### config.mk
export PLATFORM = sky130hd
export DESIGN_NAME = mux2_1_arbiter_flat
export DESIGN_NICKNAME = d
export VERILOG_FILES = /design/src/rtl/mux2_1_arbiter_if.sv /design/src/rtl/mux2_1_arbiter.sv /design/src/flat_wrapper.sv
export SDC_FILE = /design/constraint.sdc
export NUM_CORES = 1
export LEC_CHECK = 0
export CORE_MARGIN = 1.5
export CORE_UTILIZATION = 44
export DETAILED_ROUTE_END_ITERATION = 6
export PLACE_DENSITY_LB_ADDON = 0.2
export REMOVE_ABC_BUFFERS = 1
export SLEW_MARGIN = 20
export SYNTH_ARGS = -nofsm -noshare
export SYNTH_HDL_FRONTEND = slang
export SYNTH_SLANG_ARGS = --single-unit
export TNS_END_PERCENT = 30
### constraint.sdc
create_clock -name clk -period 2.9 [get_ports clk]
set_input_delay 0.29 -clock clk [delete_from_list [all_inputs] [get_ports clk]]
set_output_delay 0.29 -clock clk [all_outputs]
set_load 0.03 [all_outputs]
### src/rtl/mux2_1_arbiter_if.sv
// rtl/mux2_1_arbiter_if.sv - requester/output handshake bundle for mux2_1_arbiter
interface mux2_1_arbiter_if #(parameter int WIDTH = 12);
  logic             req0_valid;
  logic [WIDTH-1:0] req0_data;
  logic             req0_ready;
  logic             req1_valid;
  logic [WIDTH-1:0] req1_data;
  logic             req1_ready;
  logic             sel;
  logic             out_valid;
  logic [WIDTH-1:0] out_data;
  logic             out_ready;

  modport master (
    output req0_valid, req0_data, req1_valid, req1_data, out_ready,
    input  req0_ready, req1_ready, sel, out_valid, out_data
  );

  modport slave (
    input  req0_valid, req0_data, req1_valid, req1_data, out_ready,
    output req0_ready, req1_ready, sel, out_valid, out_data
  );
endinterface

### src/rtl/mux2_1_arbiter.sv
// rtl/mux2_1_arbiter.sv - round-robin burst-limited arbiter driving a 2:1 mux into a one-word output stage
module mux2_1_arbiter #(
  parameter int WIDTH = 12,
  parameter int BURST = 4
) (
  input  logic            clk,
  input  logic            rst,
  mux2_1_arbiter_if.slave bus
);

  typedef enum logic [1:0] {IDLE, GRANT0, GRANT1} state_t;

  localparam logic [4:0] BURST_W = 5'(BURST);

  state_t           state;
  logic             last;
  logic [3:0]       cnt;
  logic             sel_q;
  logic             out_valid_q;
  logic [WIDTH-1:0] out_data_q;

  logic             slot_free;
  logic             cur;
  logic             cur_valid;
  logic             oth_valid;
  logic             accept;
  logic             burst_end;
  logic [WIDTH-1:0] mux_data;

  assign slot_free = !out_valid_q || bus.out_ready;

  assign bus.req0_ready = (state == GRANT0) && slot_free;
  assign bus.req1_ready = (state == GRANT1) && slot_free;
  assign bus.sel        = sel_q;
  assign bus.out_valid  = out_valid_q;
  assign bus.out_data   = out_data_q;

  assign cur       = (state == GRANT1);
  assign cur_valid = cur ? bus.req1_valid : bus.req0_valid;
  assign oth_valid = cur ? bus.req0_valid : bus.req1_valid;
  assign accept    = (bus.req0_valid && bus.req0_ready) || (bus.req1_valid && bus.req1_ready);
  assign burst_end = ({1'b0, cnt} + 5'd1) >= BURST_W;

  // sel only changes on grant entry, so the mux output matches the granted requester
  assign mux_data = sel_q ? bus.req1_data : bus.req0_data;

  always_ff @(posedge clk or posedge rst) begin
    if (rst) begin
      state       <= IDLE;
      sel_q       <= 1'b0;
      last        <= 1'b1;
      cnt         <= 4'd0;
      out_valid_q <= 1'b0;
      out_data_q  <= '0;
    end else begin
      if (accept) begin
        out_data_q  <= mux_data;
        out_valid_q <= 1'b1;
      end else if (bus.out_ready) begin
        out_valid_q <= 1'b0;
      end

      case (state)
        IDLE: begin
          if (bus.req0_valid && (!bus.req1_valid || last)) begin
            state <= GRANT0;
            last  <= 1'b0;
            sel_q <= 1'b0;
            cnt   <= 4'd0;
          end else if (bus.req1_valid) begin
            state <= GRANT1;
            last  <= 1'b1;
            sel_q <= 1'b1;
            cnt   <= 4'd0;
          end
        end

        GRANT0, GRANT1: begin
          if (accept) begin
            if (!burst_end) begin
              cnt <= cnt + 4'd1;
            end else begin
              cnt <= 4'd0;
              if (oth_valid) begin
                state <= cur ? GRANT0 : GRANT1;
                last  <= !cur;
                sel_q <= !cur;
              end
            end
          end else if (!cur_valid) begin
            cnt <= 4'd0;
            if (oth_valid) begin
              state <= cur ? GRANT0 : GRANT1;
              last  <= !cur;
              sel_q <= !cur;
            end else begin
              state <= IDLE;
            end
          end
          // stall (valid held, slot busy): cnt and grant hold
        end

        default: state <= IDLE;
      endcase
    end
  end

endmodule
### src/flat_wrapper.sv
// flat-port wrapper written by rule: the top's interface ports become plain ports
module mux2_1_arbiter_flat 
#(
  parameter int WIDTH = 12,
  parameter int BURST = 4
)
  (clk, rst, bus_req0_valid, bus_req0_data, bus_req1_valid, bus_req1_data, bus_out_ready, bus_req0_ready, bus_req1_ready, bus_sel, bus_out_valid, bus_out_data);
  mux2_1_arbiter_if #(.WIDTH(WIDTH)) bus_i ();
  input  logic clk;
  input  logic rst;
  input wire logic [$bits(bus_i.req0_valid)-1:0] bus_req0_valid;
  input wire logic [$bits(bus_i.req0_data)-1:0] bus_req0_data;
  input wire logic [$bits(bus_i.req1_valid)-1:0] bus_req1_valid;
  input wire logic [$bits(bus_i.req1_data)-1:0] bus_req1_data;
  input wire logic [$bits(bus_i.out_ready)-1:0] bus_out_ready;
  output wire logic [$bits(bus_i.req0_ready)-1:0] bus_req0_ready;
  output wire logic [$bits(bus_i.req1_ready)-1:0] bus_req1_ready;
  output wire logic [$bits(bus_i.sel)-1:0] bus_sel;
  output wire logic [$bits(bus_i.out_valid)-1:0] bus_out_valid;
  output wire logic [$bits(bus_i.out_data)-1:0] bus_out_data;
  assign bus_i.req0_valid = bus_req0_valid;
  assign bus_i.req0_data = bus_req0_data;
  assign bus_i.req1_valid = bus_req1_valid;
  assign bus_i.req1_data = bus_req1_data;
  assign bus_i.out_ready = bus_out_ready;
  assign bus_req0_ready = bus_i.req0_ready;
  assign bus_req1_ready = bus_i.req1_ready;
  assign bus_sel = bus_i.sel;
  assign bus_out_valid = bus_i.out_valid;
  assign bus_out_data = bus_i.out_data;
  mux2_1_arbiter #(.WIDTH(WIDTH), .BURST(BURST)) u_core (.clk(clk), .rst(rst), .bus(bus_i));
endmodule
---- Word level (Yosys, flattened, before mapping) ----
Cells that the tools add are included.
W data, S select, Z words.
word-level totals
  register bits ........................... 21
  bits of input ports ..................... 29
  output and inout bits ................... 16
cells by class
  $add $sub $neg .......................... 2
  order comparisons ....................... 1
  equal/unequal tests ..................... 6
  multiplexer cells ....................... 32
  reduce and logical (&&, ||, !) cells .... 18
operators with widths
  cell                   number
  $mux W4                5
  $mux W2                8
  $mux W1                14
  $mux W12               1
  $pmux W4 S2            1
  $reduce_and A4 Y1      2
  $ne A3 B2 Y1 const B   2
  $ne A3 B3 Y1 const B   2
  $add A4 B1 Y5 const B  1
  $ge A5 B3 Y1 const B   1
  $logic_and A1 B1 Y1    5
  $add A4 B1 Y4 const B  1
  $pmux W1 S2            2
  $pmux W2 S2            1
  $reduce_bool A2 Y1     2
  $logic_not A1 Y1       3
  $logic_or A1 B1 Y1     3
  $reduce_and A3 Y1      1
  $eq A2 B1 Y1 const B   1
  $eq A2 B2 Y1 const B   1
  $logic_not A2 Y1       1
  $reduce_or A2 Y1       1

---- Depth between registers and ports, before layout ----
  depth after elaboration ................. 7
  depth in mapped cells ................... 8
  depth with buffers taken out ............ 7

---- Worst setup path before layout ----
No wires, ideal clock.
  kind .................................... register to register
  from .................................... reg u_core.state[0]
  to ...................................... reg u_core.state[1]
  arrival ................................. 1.974 ns
  path slack .............................. 0.801 ns
  stages on the path, launching flop included .. 9
  buffers on the path ..................... 1
  period minus slack after synthesis ...... 2.099 ns
  cells stage by stage .................... dfrtp_1 > inv_1 > ha_1 > buf_4 > a22oi_2 > or2_1 > or4b_4 > nand2_1 > mux2_2
between the ends
  cells in the longest elaborated chain, start to end .. 6
  elaborated cells between the ends (all ways) .. 23
RTL lines
  item                                                     RTL line                                    RTL
  start, declared                                          mux2_1_arbiter.sv:15                        state_t state;
  start signal, assigned                                   mux2_1_arbiter.sv:85                        state <= cur ? GRANT0 : GRANT1;
  start signal, assigned                                   mux2_1_arbiter.sv:93                        state <= cur ? GRANT0 : GRANT1;
  $eq A2 B2 Y1 / $eq A2 B1 Y1 (equally long branches)      -
  $mux W2, or another cell as far along                    mux2_1_arbiter.sv:85, mux2_1_arbiter.sv:93
  $mux W2, or another cell as far along                    mux2_1_arbiter.sv:92                        if (oth_valid) begin
  $mux W2, or another cell as far along                    mux2_1_arbiter.sv:90                        end else if (!cur_valid) begin
  $mux W2, or another cell as far along                    mux2_1_arbiter.sv:79                        if (accept) begin
  $pmux W2 S2 / $reduce_and A4 Y1 (equally long branches)  -
Several ways; a longest one is shown, not always the timed one. The select of a mux whose other input is x is not followed.
A chain may end at the register's enable or synchronous reset.

---- Worst setup path in the final report ----
Same ends and word-level chain as after synthesis.

==> impl_summary.md <==
Outcome
The run finished with clean final reports.

CTS
CTS built an H-tree with a depth of 1. The clock drives 21 sinks. TritonCTS built the clock tree. The post-CTS resize count is 0. The longest clock path from root to sink contains 2 buffers.

The clock slew seen by the registers of the worst setup and hold paths is approximately 120 ps. The number of buffers added to fix hold violations after cts is 0. Counting the buffers created by CTS gives 3. The number of buffers added for setup after CTS is 0. CTS placed an instance of sky130_fd_sc_hd__clkbuf_4 at the clock tree root. At the later pin of the worst-skew pair, clock insertion delay measures about 300 ps.

Worst setup path
The critical path is of the reg -> reg type. Traced cell by cell, the critical path runs through inv_1, ha_1, a22oi_2, or2_1, or4b_4, nand2_1, mux2_2. The worst setup path is launched from a flop. The total buffers and inverters traversed by the critical path is 1. Data on the critical path is required at its endpoint by ~3000 ps.

The delay contributed by the slowest stage of the critical path is about 500 ps. Among cell families on the critical path, the largest total delay comes from simple AND/OR/NAND/NOR gates. The peak fanout along the critical path is 9.

At the worst endpoint, the arrival time is ~2500 ps. The endpoint class of the critical path is a flop. For this design, the slowest cell found on the critical path is sky130_fd_sc_hd__or4b_4.

Yosys
Synthesis produced a netlist whose cell count is 126. The unique cell type count in the Yosys netlist is 32. The post-synthesis instance area is 0.00124 mm^2. Synthesis inferred 21 register bits. The synthesized area per cell is just under 10 um^2. After Yosys synthesis, full adders, half adders and majority gates account for 6.07% of the synthesized area.

Sequential cells were found to cover between 40% and 50% of the synthesized design area. The Yosys step of the flow raised 0 warnings. The basic-gate share of the synthesized area counting and, or, nand and nor cells is 17.6%. Counting flops with an async set or reset pin after synthesis yields a share of 100%.

By area, the combinational part of the netlist is dominated by simple AND/OR/NAND/NOR gates. In this run, synthesis inferred 0 flip-flops with an integrated enable. For this run, the leading register cell type out of synthesis is sky130_fd_sc_hd__dfrtp_1. The synthesized netlist devotes between 10 and 15% of its cell area to compound gates. The proportion of synthesized area in mux cells is roughly 14%. After Yosys synthesis, XOR and XNOR cells account for less than 1% of the synthesized area.

GRT
For this run, global-route usage on met3 was measured as between 3 and 4%. The number of antenna violations at the first check in global routing was 0. The largest net degree at the start of global routing is 26. For met1 alone, demand over resource in global routing was a little under a quarter.

The first-pass GRT wire length is approximately 4.6 mm. The global routing met2 resource utilization is a little under a third. The number of global-route vias before repair is 1083. Global routing finished with a remaining overflow of 0. The most used routing layer in global routing is met2.

For this run, the total global-route usage over all layers was measured as approximately 18%.

Routing
For this run, the detailed router's first-pass iteration total came to 4. The number of nets with antenna violations after detailed routing is 0. Dividing the detail-routed via count by the number of cells gives between 5 and 6. The DRC violation count after routing is 0. The final layout contains routed wiring with a total length of between 2 and 3 mm. The vias after detailed routing is 1036.

The routed length per instance is ~13 um. The detailed router finished its first iteration with 20 violations.

Final layout
The layout has between 200 and 250 filler cells. In the final layout, the multi-input gates occupy ~650 um^2. For this run, the post-layout net count is roughly 200. The final instance area is ~0.0017 mm^2. The number of diodes is 0. The layout-stage area growth over the synthesis result is 38.6%. The fraction of final layout cells sized beyond drive strength 1 is 9.58%.

The sequential cells in the finished layout cover a total of 527 um^2.

Floorplanning
Pin placement for this block handled 45 I/O pins. The chip width is ~56 um. From bottom edge to top edge, the die measures approximately 56 um.

The number of placement rows is 19. The region available for standard cell placement spans about 0.0027 mm^2. The floorplan step defined a die boundary enclosing 0.00314 mm^2.

The initial utilization of the core area, before any placement, comes to a little under half.

STA
The final hold violation count is 0. At the pin with the least slew margin, the transition time is 764 ps. The total count of max-transition violations in the final report was 0.

For the finished layout, the period the worst path requires is 2360 ps. The worst slew margin relative to its limit is about half. The final worst-path cycle share is 81.3%. On the final layout, the worst clock skew is between 10 and 15 ps. The maximum operating frequency is around 0.42 GHz.

Adding up every negative setup slack in the final design gives 0 ps. The final number of setup-violating endpoints is 0. Setup repair after global routing left no endpoint under its margin.

Power and ir drop
The peak supply drop is ~0.78 mV. The analysis attributes to cell leakage a power of about 0.76 nW. The analysis attributes to net switching a power of approximately 0.76 mW. The internal power consumption is about 0.97 mW.

The switching power share of the total is between 40% and 50%. The portion of total power attributed to combinational logic is roughly 63%. Sequential cells account for 28.6% of the total power. The total power density per cell area is 1020 mW/mm^2. The clock network is responsible for under 10% of the overall power.

Min path
In this run the worst hold path is classified as in -> async.

Run
The reported max-cap violation count is 0.

Placed design
After legalization and detailed placement, the total HPWL measured 1.99 mm. The routability congestion estimate is between 0.8 and 0.9. Input and output buffers added on the ports amount to between 40 and 50. Summing all placed instances gives a cell area of approximately 0.0017 mm^2.
logic make-up (layout without fill, tap and decap cells):
kind of cell,after synthesis,count (layout)
XOR/XNOR,1,1
flip-flops,21,21
adder cells (fa/ha/maj),6,6
AO/OA/AOI/OAI,27,27
AND/OR/NAND/NOR,41,41
multiplexers,17,17
buffers and inverters,13,54
state kept, by name, summed over array words and instances, names as in the netlist:
signal                count
u_core.bus.out_data      12
u_core.bus.sel            1
u_core.state              2
u_core.bus.out_valid      1
u_core.cnt                4
u_core.last               1
final timing paths:
| kind | to | startpoint | cells past startpoint | slack (ps) |
|---|---|---|---|---|
| hold reg to reg | u_core.last$_DFFE_PP1P_ | u_core.last$_DFFE_PP1P_ | 2 | 530 |
| setup reg to reg | u_core.state[1]$_DFFE_PP0P_ | u_core.state[0]$_DFFE_PP0P_ | 7 | 540 |
| min in group clk | u_core.last$_DFFE_PP1P_ | u_core.last$_DFFE_PP1P_ | 2 | 530 |
| setup / recovery | u_core.state[1]$_DFFE_PP0P_ | u_core.state[0]$_DFFE_PP0P_ | 7 | 540 |
| max in group asynchronous | u_core.bus.out_data[0]$_DFFE_PP0N_ | rst | 2 | 2000 |
| hold / removal | u_core.state[0]$_DFFE_PP0P_ | rst | 2 | 410 |
per-layer routing:
| layer | vias up | routed length (um) |
|---|---|---|
| li1 | 521 | - |
| met1 | 482 | 1120 |
| met2 | 29 | 1220 |
| met4 | 0 | 27 |
| met3 | 4 | 146 |
| met5 | - | 0 |
Yosys cell counts, types with 2 or more instances:
master	n	share of area (%)
sky130_fd_sc_hd__nand2b_1	2	1.0
sky130_fd_sc_hd__ha_1	6	6.1
sky130_fd_sc_hd__dfrtp_1	20	40
sky130_fd_sc_hd__buf_4	3	1.8
sky130_fd_sc_hd__clkbuf_1	6	1.8
sky130_fd_sc_hd__and2_1	5	2.5
sky130_fd_sc_hd__mux2i_1	13	11
sky130_fd_sc_hd__mux2_2	3	2.7
sky130_fd_sc_hd__inv_1	4	1.2
sky130_fd_sc_hd__nor3b_1	3	1.8
sky130_fd_sc_hd__a31oi_1	3	1.5
sky130_fd_sc_hd__nor2_1	15	4.6
sky130_fd_sc_hd__nand2_1	5	1.5
sky130_fd_sc_hd__nand3_1	5	2.0
sky130_fd_sc_hd__a21oi_1	16	6.5
layout by cell type, fill, tap and decap left out, drive strengths merged, types with 2 or more instances in the layout:
master	n
nor2	15
clkbuf	3
nor3b	3
mux2	4
a21oi	16
inv	4
or2	2
dfrtp	20
ha	6
nand2b	2
nand2	5
or4b	2
clkdlybuf4s50	44
buf	2
mux2i	13
and2	5
a31oi	3
nand3	5
stage by stage:
stage	setup WS (ps)	power, mW	hold WS, ps	utilization [%]	cells
6_report	542	1.74	412	63.2	198
5_1_grt	430	1.89	481	63.2	198
4_1_cts	549	1.76	442	63.2	198
3_5_place_dp	516	1.62	511	62.2	194
3_3_place_gp	573	1.59	507	62.2	194
2_1_floorplan	667	1.23	266	-	117
power by group through the flow:
stage,Clock [mW],Sequential (mW),Combinational [mW]
2_1_floorplan,0,0.723,0.508
3_3_place_gp,0,0.500,1.09
3_5_place_dp,0,0.505,1.11
4_1_cts,0.145,0.499,1.12
5_1_grt,0.158,0.517,1.22
6_report,0.138,0.498,1.10
area by class of cell:
type	count	area share, %
Inverter	4	0.877
Sequential cell	21	30.8
Timing Repair Buffer	46	26.6
Clock buffer	3	1.31
Clock inverter	1	0.292
Multi-Input combinational cell	92	37.9
Tap cell	31	2.26
Note: power is estimated with default switching activity, not from simulation.
